$ cat src/rtl/rv_dec_pkg.sv
// Shared opcode, ALU-op and branch-type encodings plus the decoded control bundle.
// The immediate is kept out of the bundle so its width can follow each module's XLEN.
package rv_dec_pkg;

   localparam logic [4:0] OPC_RTYPE  = 5'b01100;
   localparam logic [4:0] OPC_ITYPE  = 5'b00100;
   localparam logic [4:0] OPC_LOAD   = 5'b00000;
   localparam logic [4:0] OPC_STORE  = 5'b01000;
   localparam logic [4:0] OPC_BRANCH = 5'b11000;
   localparam logic [4:0] OPC_XORACC = 5'b11100;

   localparam logic [3:0] ALU_ADD  = 4'd1;
   localparam logic [3:0] ALU_SUB  = 4'd2;
   localparam logic [3:0] ALU_AND  = 4'd3;
   localparam logic [3:0] ALU_OR   = 4'd4;
   localparam logic [3:0] ALU_XOR  = 4'd5;
   localparam logic [3:0] ALU_SLL  = 4'd6;
   localparam logic [3:0] ALU_SRL  = 4'd7;
   localparam logic [3:0] ALU_SLT  = 4'd8;
   localparam logic [3:0] ALU_SLTU = 4'd9;

   localparam logic [1:0] BR_NONE = 2'b00;
   localparam logic [1:0] BR_NZ   = 2'b01;
   localparam logic [1:0] BR_Z    = 2'b11;

   typedef struct packed {
      logic [3:0] aluop;
      logic       reg_w;
      logic       mem_w;
      logic       i_type;
      logic       mem_out_wb;
      logic       xor_acc_en;
      logic       illegal;
      logic [1:0] branch;
      logic [4:0] rs1;
      logic [4:0] rs2;
      logic [4:0] rd;
   } dec_bundle_t;

   // R-type and I-type share the funct3 -> ALU op mapping.
   function automatic logic [3:0] alu_of_f3(input logic [2:0] f3);
      case (f3)
         3'b000:  return ALU_ADD;
         3'b001:  return ALU_SLL;
         3'b010:  return ALU_SLT;
         3'b011:  return ALU_SLTU;
         3'b100:  return ALU_XOR;
         3'b101:  return ALU_SRL;
         3'b110:  return ALU_OR;
         default: return ALU_AND;
      endcase
   endfunction

endpackage

$ cat src/rtl/rv_decode_core.sv
// Combinational RV32/64 subset decoder: instruction word -> control bundle + immediate.
// Optional XOR-accumulate opcode enabled by defining XORACC_EN.
module rv_decode_core
   import rv_dec_pkg::*;
#(
   parameter int XLEN = 64
) (
   input  logic [31:0]     instr,
   output dec_bundle_t     ctl,
   output logic [XLEN-1:0] imm
);

   // Upper bits that must be zero for SLLI/SRLI; RV64 uses a 6-bit shamt.
   localparam logic [6:0] SHAMT_HI = (XLEN == 64) ? 7'b1111110 : 7'b1111111;

   logic [2:0] f3;
   logic [6:0] f7;
   logic       legal;

   assign f3 = instr[14:12];
   assign f7 = instr[31:25];

   always_comb begin
      ctl   = '0;
      imm   = '0;
      legal = 1'b0;
      case (instr[6:2])
         OPC_RTYPE: begin
            legal     = (f7 == 7'h00) || (f3 == 3'b000 && f7 == 7'h20);
            ctl.aluop = f7[5] ? ALU_SUB : alu_of_f3(f3);
            ctl.reg_w = 1'b1;
         end
         OPC_ITYPE: begin
            legal      = !(f3 == 3'b001 || f3 == 3'b101) || ((f7 & SHAMT_HI) == 7'h00);
            ctl.aluop  = alu_of_f3(f3);
            ctl.reg_w  = 1'b1;
            ctl.i_type = 1'b1;
            imm        = {{(XLEN-12){instr[31]}}, instr[31:20]};
         end
         OPC_LOAD: begin
            legal          = 1'b1;
            ctl.aluop      = ALU_ADD;
            ctl.reg_w      = 1'b1;
            ctl.i_type     = 1'b1;
            ctl.mem_out_wb = 1'b1;
            imm            = {{(XLEN-12){instr[31]}}, instr[31:20]};
         end
         OPC_STORE: begin
            legal      = 1'b1;
            ctl.aluop  = ALU_ADD;
            ctl.mem_w  = 1'b1;
            ctl.i_type = 1'b1;
            imm        = {{(XLEN-12){instr[31]}}, instr[31:25], instr[11:7]};
         end
         OPC_BRANCH: begin
            legal      = (f3[2:1] != 2'b01);
            ctl.aluop  = !f3[2] ? ALU_XOR : (f3[1] ? ALU_SLTU : ALU_SLT);
            // BEQ/BGE/BGEU take on a zero compare result, the others on non-zero.
            ctl.branch = (f3[0] == f3[2]) ? BR_Z : BR_NZ;
            imm        = {{(XLEN-13){instr[31]}}, instr[31], instr[7],
                          instr[30:25], instr[11:8], 1'b0};
         end
`ifdef XORACC_EN
         OPC_XORACC: begin
            legal          = 1'b1;
            ctl.xor_acc_en = 1'b1;
         end
`endif
         default: legal = 1'b0;
      endcase
      if (!legal) begin
         ctl         = '0;
         imm         = '0;
         ctl.illegal = 1'b1;
      end
      ctl.rs1 = instr[19:15];
      ctl.rs2 = instr[24:20];
      ctl.rd  = instr[11:7];
   end

endmodule

$ cat src/rtl/mt_decode_stage.sv
// Multi-thread decode stage: decoder, 2-entry output FIFO, per-thread branch blocking and flush.
// Build option XORACC_EN (see rv_decode_core) adds the XOR-accumulate opcode.
module mt_decode_stage
   import rv_dec_pkg::*;
#(
   parameter  int XLEN        = 64,
   parameter  int NUM_THREADS = 4,
   localparam int TID_W       = $clog2(NUM_THREADS)
) (
   input  logic                   clk,
   input  logic                   rst,
   input  logic                   in_valid,
   output logic                   in_ready,
   input  logic [31:0]            in_instr,
   input  logic [TID_W-1:0]       in_tid,
   output logic                   out_valid,
   input  logic                   out_ready,
   output logic [TID_W-1:0]       out_tid,
   output logic [3:0]             out_aluop,
   output logic                   out_reg_w,
   output logic                   out_mem_w,
   output logic                   out_i_type,
   output logic                   out_mem_out_wb,
   output logic                   out_xor_acc_en,
   output logic                   out_illegal,
   output logic [1:0]             out_branch,
   output logic [XLEN-1:0]        out_imm,
   output logic [4:0]             out_rs1,
   output logic [4:0]             out_rs2,
   output logic [4:0]             out_rd,
   input  logic                   br_resolve_valid,
   input  logic [TID_W-1:0]       br_resolve_tid,
   input  logic                   flush_valid,
   input  logic [TID_W-1:0]       flush_tid,
   output logic [NUM_THREADS-1:0] thread_blocked
);

   typedef struct packed {
      logic [TID_W-1:0] tid;
      dec_bundle_t      ctl;
      logic [XLEN-1:0]  imm;
   } entry_t;

   entry_t                 mem [2];
   logic [1:0]             killed;
   logic                   head;
   logic [1:0]             count;
   logic                   tail;
   dec_bundle_t            dec_ctl;
   logic [XLEN-1:0]        dec_imm;
   logic                   accept;
   logic                   push;
   logic                   pop;
   logic                   head_killed;
   logic [NUM_THREADS-1:0] blocked_nxt;
   entry_t                 head_e;

   rv_decode_core #(.XLEN(XLEN)) u_core (
      .instr (in_instr),
      .ctl   (dec_ctl),
      .imm   (dec_imm)
   );

   assign tail        = head ^ count[0];
   assign in_ready    = (count != 2'd2) && !thread_blocked[in_tid];
   assign accept      = in_valid && in_ready;
   // A same-cycle flush of the issuing thread swallows the instruction.
   assign push        = accept && !(flush_valid && flush_tid == in_tid);
   assign head_killed = killed[head];
   assign out_valid   = (count != 2'd0) && !head_killed;
   assign pop         = (count != 2'd0) && (head_killed || out_ready);

   always_comb begin
      blocked_nxt = thread_blocked;
      if (br_resolve_valid)
         blocked_nxt[br_resolve_tid] = 1'b0;
      if (push && dec_ctl.branch != BR_NONE)
         blocked_nxt[in_tid] = 1'b1;
      if (flush_valid)
         blocked_nxt[flush_tid] = 1'b0;
   end

   always_ff @(posedge clk) begin
      if (rst) begin
         mem[0]         <= '0;
         mem[1]         <= '0;
         killed         <= '0;
         head           <= 1'b0;
         count          <= 2'd0;
         thread_blocked <= '0;
      end else begin
         // Stale slots may get marked too; a push into them clears the mark.
         for (int i = 0; i < 2; i++)
            if (flush_valid && mem[i].tid == flush_tid)
               killed[i] <= 1'b1;
         if (push) begin
            mem[tail]    <= '{tid: in_tid, ctl: dec_ctl, imm: dec_imm};
            killed[tail] <= 1'b0;
         end
         head           <= head ^ pop;
         count          <= count + {1'b0, push} - {1'b0, pop};
         thread_blocked <= blocked_nxt;
      end
   end

   assign head_e         = mem[head];
   assign out_tid        = head_e.tid;
   assign out_aluop      = head_e.ctl.aluop;
   assign out_reg_w      = head_e.ctl.reg_w;
   assign out_mem_w      = head_e.ctl.mem_w;
   assign out_i_type     = head_e.ctl.i_type;
   assign out_mem_out_wb = head_e.ctl.mem_out_wb;
   assign out_xor_acc_en = head_e.ctl.xor_acc_en;
   assign out_illegal    = head_e.ctl.illegal;
   assign out_branch     = head_e.ctl.branch;
   assign out_imm        = head_e.imm;
   assign out_rs1        = head_e.ctl.rs1;
   assign out_rs2        = head_e.ctl.rs2;
   assign out_rd         = head_e.ctl.rd;

endmodule

$ cat config.mk
export PLATFORM = sky130hd
export DESIGN_NAME = mt_decode_stage
export DESIGN_NICKNAME = d
export VERILOG_FILES = /design/src/rtl/rv_dec_pkg.sv /design/src/rtl/rv_decode_core.sv /design/src/rtl/mt_decode_stage.sv
export SDC_FILE = /design/constraint.sdc
export NUM_CORES = 1
export LEC_CHECK = 0
export BUFFER_PORTS_ARGS = -buffer_cell sky130_fd_sc_hd__buf_2
export CORE_MARGIN = 10
export CORE_UTILIZATION = 50
export DETAILED_ROUTE_END_ITERATION = 16
export GPL_TIMING_DRIVEN = 0
export PLACE_DENSITY = 0.86
export SETUP_SLACK_MARGIN = 0.4
export SLEW_MARGIN = 0
export SYNTH_ARGS = -nofsm -noshare
export SYNTH_HDL_FRONTEND = slang
export SYNTH_SLANG_ARGS = --single-unit
$ cat constraint.sdc
create_clock -name clk -period 9.77 [get_ports clk]
set_input_delay 1.954 -clock clk [delete_from_list [all_inputs] [get_ports clk]]
set_output_delay 1.954 -clock clk [all_outputs]
set_load 0.005 [all_outputs]
* After elaboration in Yosys (flattened, before gate mapping) *
Memory sizes are Yosys's and may differ from the RTL's. A register that Yosys moved wholly into a read port is not among the register bits.
Cells that the tools add are included.

cells by class
  add/subtract/negate cells = 2
  multiply operators = 0
  divide/modulo/power cells = 0
  order comparisons = 9
  eq/ne operators = 17
  shift operators = 0
  multiplexer cells = 44
  bitwise gates (word level) = 9
  reductions and logical operators = 33

operators by type and width
  operator                                                           number
  case mux 64 bit (3 select lines)                                   1
  2-to-1 mux 93 bit                                                  1
  OR reduction 93 bit                                                1
  2-to-1 mux 64 bit                                                  1
  case mux 4 bit (7 select lines)                                    1
  2-to-1 mux 27 bit                                                  1
  2-to-1 mux 1 bit                                                   24
  2-to-1 mux 4 bit                                                   5
  case mux 4 bit (4 select lines)                                    1
  logical AND 1 bit                                                  14
  logical NOT 7 bit                                                  2
  equality test 5 x 4 -> 1 bit, second input constant                2
  equality test 3 bit, second input constant                         3
  less-than comparator 2 x 3 -> 1 bit, second input constant         3
  AND 4 bit                                                          2
  inverter 4 bit                                                     2
  equality test 7 x 6 -> 1 bit, second input constant                1
  demux 1 bit (select 2 bit)                                         3
  equality test 2 bit                                                3
  equality test 3 x 2 -> 1 bit, second input constant                2
  greater-or-equal comparator 2 x 1 -> 1 bit, second input constant  3
  2-to-1 mux 2 bit                                                   3
  OR reduction 3 bit                                                 2
  equality test 5 x 3 -> 1 bit, second input constant                1
  22 further kinds                                                   32

word-level totals
  register bits after elaboration = 9
  bits in latches = 0
  RAM bits = 186
  memory bits (read-only) = 0
  bits of input ports = 44
  output and inout bits = 99
  word-level logic and storage cells = 119
  memories kept = 1

memory list
  name  words  bits a word  rd ports  clocked after memory_dff  write ports  RTL line               RTL
  mem   2      93           3         1                         2            mt_decode_stage.sv:44  entry_t mem [2];

* Depth between registers and ports, before layout *
Gate-level depths: netlist of run 1.

  depth in word-level cells = 11
  depth in mapped cells = 12
  gate-level depth less buffers = 9

* Hierarchy *
From an unflattened synthesis of run 1, not the netlist that was laid out.

unflattened totals
  cells, all modules = 842
  area total of the unflattened synthesis = 10446.3 um^2

by module, submodules not included
  module           instances  cells each  area each (um^2)  seq. area each (um^2)
  mt_decode_stage  1          702         9442.8            5765.5
  rv_decode_core   1          140         1003.5            0.0

* Worst setup path before layout of run 1 *
No wires, ideal clock.

  path kind = in2reg
  start = input port flush_tid[1]
  end = memory mem[0][0] (netlist name) (enable)
  library setup time = 0.448 ns
  data arrival time = 4.877 ns
  data required time = 9.322 ns
  setup slack = 4.445 ns
  stages on the path = 7
  buffers on the path = 3
  cells stage by stage = buf_2 -> xnor2_1 -> a31oi_4 -> o21ai_2 -> buf_6 -> buf_2 -> o21bai_1

RTL lines
  element          RTL line               RTL
  start, declared  mt_decode_stage.sv:34  input logic [TID_W-1:0] flush_tid,
  end, declared    mt_decode_stage.sv:44

* Worst setup path after layout of run 1 *
  start = input port in_tid[1]
  end = output port in_ready

between the ends
  longest elaborated chain between the ends = 4

RTL lines
  element                                 RTL line               RTL
  start, declared                         mt_decode_stage.sv:15  input logic [TID_W-1:0] in_tid,
  binary-select mux 1 bit (select 2 bit)  mt_decode_stage.sv:65  assign in_ready = (count != 2'd2) && !thread_blocked[in_tid];
  2-to-1 mux 1 bit (implied by the code)  mt_decode_stage.sv:65
  logical NOT 1 bit                       mt_decode_stage.sv:65
  logical AND 1 bit                       mt_decode_stage.sv:65
  end, declared                           mt_decode_stage.sv:13  output logic in_ready,

No other way between the ends. The select of a mux whose other input is x is not followed.

==> results.toml, run 1 <==
[clocking]
holdBufCountCts = 0
cts_setup_buffers = 0
cts_resized = 0
clk_pin_slew_worst_paths_ns = 0.09
h-tree-depth = 3
cts_sinks = 91
cts_root_buf = "clkbuf_8"
cts_tree = "built"
cts_buffer_depth = 2
clk_latency_ns = 0.38
numCtsBuffers = 9

[drt]
routed_via_density = 5.52
vias = 4010
first_pass_iters = 5
drt-initial-drc-count = 411
avgRoutedWirePerCell_um = 18.8
ant_nets = 0
drcViolationCount = 0
finalWirelength_mm = 13.6

[timing]
fmax_mhz = 201
drv_slew = 0
finClkSkew_ns = 0.0107
setup_tns_ns = 0
fin_crit_ns = 4.99
tightest_slew_ns = 0.859
fin_ws_ns = 4.78
setup_viol = 0
rsz0062_at_grt = "no"
maxSlewHeadroom_pct = 42.8
final.period_utilization_pct = 51.0
final-hold-violation-count = 0

[placed_design]
dpl_cell_area_sq_um = 5980
post-place-ws_ns = 4.80
place_hpwl_mm = 10.1
dp.cells = 710
gp_congestion = 0.862
port_buffers = 135

[worst_setup_path]
endpoint = "in_ready"
r2r_end = "count[1]"
end_kind = "primary output"
cp-start-kind = "input pin"
cp.required_ns = 7.82
reg2reg_slack_ns = 7.14
crit_start = "in_tid[1]"
r2r-start = "count[0]"
worstSetupPathType = "in -> out"
reg2reg_depth = 12
critPathMaxFanout = 6
cp.arrival_ns = 3.03

[power_and_ir_drop]
vdd_drop_max_mv = 0.112
p_sw_w = 0.000516
pwr-share-clk_pct = 19.3
swShare_pct = 34.8
p_int_w = 0.000968
seqPwrFrac_pct = 35.8
p_leak_nw = 2.63
pwr_density_cell_nw_per_um2 = 240
power_frac_comb_pct = 44.9

[yosys]
yosysTopAreaCell = "edfxtp_1"
syn_area_per_cell_sq_um = 11.5
ys_warn_count = 0
synth_cell_type_count = 53
synth_fa_ha_area_share_pct = 0.493
synthSimpleGateAreaFrac_pct = 15.4
synth_fp_nets = 486
synth_flop_cell = "edfxtp_1"
synth_area_leaders = "edfxtp_1 49%, mux2_2 9.3%, buf_4 7.7%"
synthMuxAreaShare_pct = 9.72
synth-edff-count = 82
synth.top_cell.area_share_pct = 48.5
synth_xor_xnor_area_share_pct = 2.07
async_flop_share_pct = 0
yosysSeqAreaShare_pct = 52.1
synth-seq-cells = 91
synth_top_family_by_area = "simple AND/OR/NAND/NOR gates"
synth_compound_area_share_pct = 7.05
syn_inst = 440
synth_area_sq_um = 5070

[run]
max-cap-violations = 0

[min_path]
min_path_type = "reg -> reg"

[floorplan]
fp.dieW_um = 121
die_y_um = 121
core_area_sq_um = 9820
rows = 36
initial_core_util_pct = 51.7
io-pin-count = 143
dieArea_sq_um = 14600

[global_route]
grt_first_pass_wirelength_mm = 20.9
grt_max_degree = 53
track_usage_pct = 18.1
antenna_found_initial = 0
overflow = 0
grt_pass1_vias = 3984

[cells_and_area]
drive_gt1_share_pct = 47.4
syn_to_final_growth_pct = 22.1
fill_cells = 787
seq_area_sq_um = 2640
fin_area_sq_um = 6190
multi_input_area_sq_um = 1790
antennaDiodeCount = 0
stdcell_count = 726
final_nets = 634

[run_status]
status = "complete, no violations"
==> state kept, by name, summed over array words and instances, names as in the netlist <==
signal          cells
count               2
killed              2
thread_blocked      4
mem                82
head                1
==> worst min path at each step <==
stage	startpoint	to	slack, ns	cells past startpoint
floorplan	thread_blocked[3]	thread_blocked[3]	0.47	2
global route	thread_blocked[3]	thread_blocked[3]	0.54	2
global placement	thread_blocked[3]	thread_blocked[3]	0.48	2
CTS	thread_blocked[3]	thread_blocked[3]	0.52	2
detailed placement	thread_blocked[1]	thread_blocked[1]	0.50	2
finish	thread_blocked[1]	thread_blocked[1]	0.52	2
==> cell usage in the layout, fill, tap and decap left out, types with 3 or more instances in the layout <==
cell and count:
nor2_1 11, nor4_2 11, nand2_1 6, a21oi_1 4, o2111ai_1 3, a31oi_1 4, buf_1 6, and3_1 5
dfxtp_1 9, nand2b_1 7, nor3_1 45, buf_2 150, clkbuf_1 14, xnor2_1 10, clkbuf_8 9, mux2_2 42
inv_1 29, o21ai_0 5, buf_4 52, nor2b_1 6, nor3b_1 3, o21ai_1 3, nor4_1 24, a22oi_1 6
edfxtp_1 82
==> area by class of cell <==
type,count,share of cell area (%)
Clock buffer,11,2.12
Tap cell,133,2.69
Buffer,87,8.97
Sequential cell,91,42.7
Multi-Input combinational cell,233,28.9
Inverter,29,1.76
Timing Repair Buffer,137,11.6
Clock inverter,5,1.37
==> synth_stat cells (all sizes together), types with 3 or more instances <==
| library cell | instances |
|---|---|
| o21ai | 9 |
| inv | 29 |
| clkbuf | 12 |
| xnor2 | 10 |
| a31oi | 5 |
| mux2 | 42 |
| nor3 | 45 |
| o2111ai | 4 |
| nor4 | 35 |
| edfxtp | 82 |
| and3 | 5 |
| dfxtp | 9 |
| nor2 | 11 |
| nor4b | 3 |
| a22oi | 6 |
| nand2b | 7 |
| a21oi | 4 |
| nor2b | 6 |
| buf | 75 |
| nand2 | 6 |
| nor3b | 3 |
==> power groups by stage <==
stage	Combinational, W	Clock [W]	Sequential [W]
finish	0.000666	0.000286	0.000532
global route	0.000729	0.000300	0.000540
CTS	0.000672	0.000285	0.000532
detailed placement	0.000668	0	0.000541
global placement	0.000638	0	0.000544
floorplan	0.000406	0	0.000538
==> stage by stage <==
step	hold WS, ns	total power (W)	utilization (%)
floorplan	0.474	0.000943	-
global placement	0.477	0.00118	60.2
detailed placement	0.501	0.00121	60.9
CTS	0.517	0.00149	63.1
global route	0.540	0.00157	63.1
finish	0.518	0.00148	63.1
==> critical path, stage by stage <==
cell	delay [ns]
buf_2	0.14
mux2i_1	0.12
and3_1	0.16
clkbuf_1	0.15
or2_2	0.36
buf_2	0.14
==> cells by family after synthesis <==
family | count (synthesis)
adder cells (fa/ha/maj) | 2
other | 1
XOR/XNOR | 12
AND/OR/NAND/NOR | 127
buffers and inverters | 116
AO/OA/AOI/OAI | 47
multiplexers | 44
flip-flops | 91
==> per-layer routing <==
layer	vias up	global-route usage (%)	part of all wire [%]
li1	1871	-	-
met1	1869	22.2	41
met2	239	28.0	45
met3	31	6.61	11
met4	0	7.84	2.3
met5	-	0	0
No activity file was read; power rests on OpenSTA's default activity.
==> inputs of run 2 (changes only) <==
Settings changed: ABC_AREA set to 1, CORE_UTILIZATION 50 to 47, PLACE_DENSITY 0.86 to 0.85.
Clock period 9.77 ns to 4.4 ns, I/O delays scaled along.
==> results.toml, run 2 <==
[cells_and_area]
syn_to_final_growth_pct = 22.7
fill_cells = 944
final_nets = 761
fin_area_sq_um = 6000
reg_top3 = "mem (82), thread_blocked (4)"
drive_gt1_share_pct = 33.5
top_register = "mem"
fin_util_pct = 58.6
antennaDiodeCount = 0
layout_commonest_cell = "nand2_1"
largest_reg_flops = 82
final_cell_mix = "172 x nand2_1, 141 x buf_2, 93 x nor2_1"

[floorplan]
die_y_um = 122
io-pin-count = 143
dieArea_sq_um = 14900
fp.dieW_um = 122
initial_core_util_pct = 47.8
rows = 37
core_area_sq_um = 10200

[placed_design]
dpl_cell_area_sq_um = 5800
gp_congestion = 0.914
place_hpwl_mm = 9.53
port_buffers = 138

[clocking]
numCtsBuffers = 9
cts_resized = 0
cts_root_buf = "clkbuf_8"
h-tree-depth = 3
cts_buffer_depth = 2
clk_pin_slew_worst_paths_ns = 0.09
cts_setup_buffers = 0
cts_sinks = 91
cts_tree = "built"
clk_latency_ns = 0.37
holdBufCountCts = 0

[timing]
drv_slew = 0
final-hold-violation-count = 0
rsz0062_at_grt = "no"
fin_crit_ns = 3.36
final.period_utilization_pct = 76.3
finClkSkew_ns = 0.0114
maxSlewHeadroom_pct = 43.8
fmax_mhz = 298
tightest_slew_ns = 0.840
setup_viol = 0

[worst_setup_path]
reg2reg_slack_ns = 2.20
path_buf_inv = 5
slowest_delay_ns = 0.64
slowest_stage = "nand2_2"
cp-start-kind = "flop"
endpoint = "out_imm[34]"
path_depth = 7
cp.arrival_ns = 2.48
crit_family = "buffers and inverters"
r2r_end = "mem[0][65]"
cp.required_ns = 3.52
end_kind = "primary output"
reg2reg_depth = 5
worstSetupPathType = "reg -> out"
critical_path.cell_chain = "buf_2 -> inv_2 -> clkbuf_1 -> nand2_1 -> nand2_2 -> buf_4 -> buf_2"
r2r-start = "head"
cp_common_cell = "buf_2"
critPathMaxFanout = 52
crit_start = "head"

[global_route]
grt_first_pass_wirelength_mm = 19.8
grt_use_met1_pct = 20.2
grt.busiest_layer = "met2"
overflow = 0
antenna_found_initial = 0
grt_max_degree = 53
track_usage_pct = 16.8
grtUsageMet3_pct = 5.46
grt_pass1_vias = 4019
grt_util_met2_pct = 28.1

[yosys]
synth_fp_nets = 610
synth-edff-count = 82
synth_area_leaders = "edfxtp_1 50%, nand2_1 13%, buf_4 8.4%"
syn_area_per_cell_sq_um = 8.67
synth.most_common_cell = "nand2_1"
synth_cell_type_count = 32
syn_inst = 564
synth_area_sq_um = 4890
synth_top_cells_by_count = "174 x nand2_1, 93 x nor2_1, 82 x edfxtp_1, 55 x buf_4, 49 x inv_1"
yosysTopAreaCell = "edfxtp_1"
ys_warn_count = 0
synth-seq-cells = 91
yosysSeqAreaShare_pct = 54.1
async_flop_share_pct = 0
synth_flop_cell = "edfxtp_1"
synth.top_cell.area_share_pct = 50.4

[drt]
drt-initial-drc-count = 187
vias = 4030
first_pass_iters = 5
avgRoutedWirePerCell_um = 14.5
ant_nets = 0
finalWirelength_mm = 12.4
routed_via_density = 4.71
drcViolationCount = 0

[run]
max-cap-violations = 0

[run_status]
status = "complete, no violations"

[power_and_ir_drop]
vdd_drop_max_mv = 0.223
p_leak_nw = 3.01
pwr_density_cell_nw_per_um2 = 492

[min_path]
hold_start = "thread_blocked[1]"
min_path_type = "reg -> reg"
==> run 2: layout make-up <==
| class | instances | area (sq um) | area share [%] |
|---|---|---|---|
| timing repair buffer | 140 | 731 | 12.2 |
| tap | 136 | 170 | 2.84 |
| multi-input combinational | 349 | 1550 | 25.8 |
| sequential | 91 | 2640 | 44.1 |
| buffer | 73 | 523 | 8.72 |
| inverter | 51 | 191 | 3.19 |
| clock inverter | 7 | 67.6 | 1.13 |
| clock buffer | 9 | 124 | 2.07 |
==> run 2: logic make-up (layout without fill, tap and decap cells) <==
kind of cell	after synthesis	count (layout)	share of synthesized area, %
AND/OR/NAND/NOR	303	303	25.3
buffers and inverters	124	280	14.6
flip-flops	91	91	54.1
AO/OA/AOI/OAI	39	39	4.74
XOR/XNOR	4	4	0.717
adder cells (fa/ha/maj)	2	2	0.512
other	1	1	0.0767
==> run 2: layer usage <==
| layer | part of all wire (%) | vias up | routed length [um] |
|---|---|---|---|
| met5 | 0 | - | 0 |
| met4 | 0.99 | 0 | 123 |
| met3 | 10 | 12 | 1290 |
| met2 | 46 | 171 | 5660 |
| met1 | 43 | 1787 | 5340 |
| li1 | - | 2060 | - |
==> run 2: report_power, final <==
group          total, W  internal, W  switching, W  leakage (nW)
Combinational   0.00123     0.000565      0.000663          1.98
Clock          0.000560     0.000261      0.000300        0.0947
Sequential      0.00116      0.00112     0.0000466         0.938
==> run 2: through the flow <==
stage               worst slack (ns)  setup TNS [ns]  std cells  hold WS (ns)  power (W)
floorplan                      0.564               0        564         0.455    0.00191
global placement              -0.698          -28.98        838         0.471    0.00241
detailed placement             0.929               0        840         0.475    0.00245
CTS                            0.523               0        856         0.495    0.00300
global route                   0.802               0        856         0.522    0.00316
finish                          1.04               0        856         0.493    0.00295
==> run 2: how the worst min path moves through the flow <==
stage / endpoint / slack, ns / cells after the start
floorplan: count[1] / 0.46 / 1
global placement: count[1] / 0.47 / 1
detailed placement: thread_blocked[1] / 0.48 / 2
CTS: thread_blocked[3] / 0.49 / 2
global route: thread_blocked[3] / 0.52 / 2
finish: thread_blocked[1] / 0.49 / 2
==> run 2: worst reg2reg max path, delay by kind of cell (launching register included) <==
family	cells	cell delay, ns
buffers and inverters	3	0.63
xor gates and xnor gates	1	0.45
DFF	1	0.30
AOI/OAI and AO/OA	1	0.51
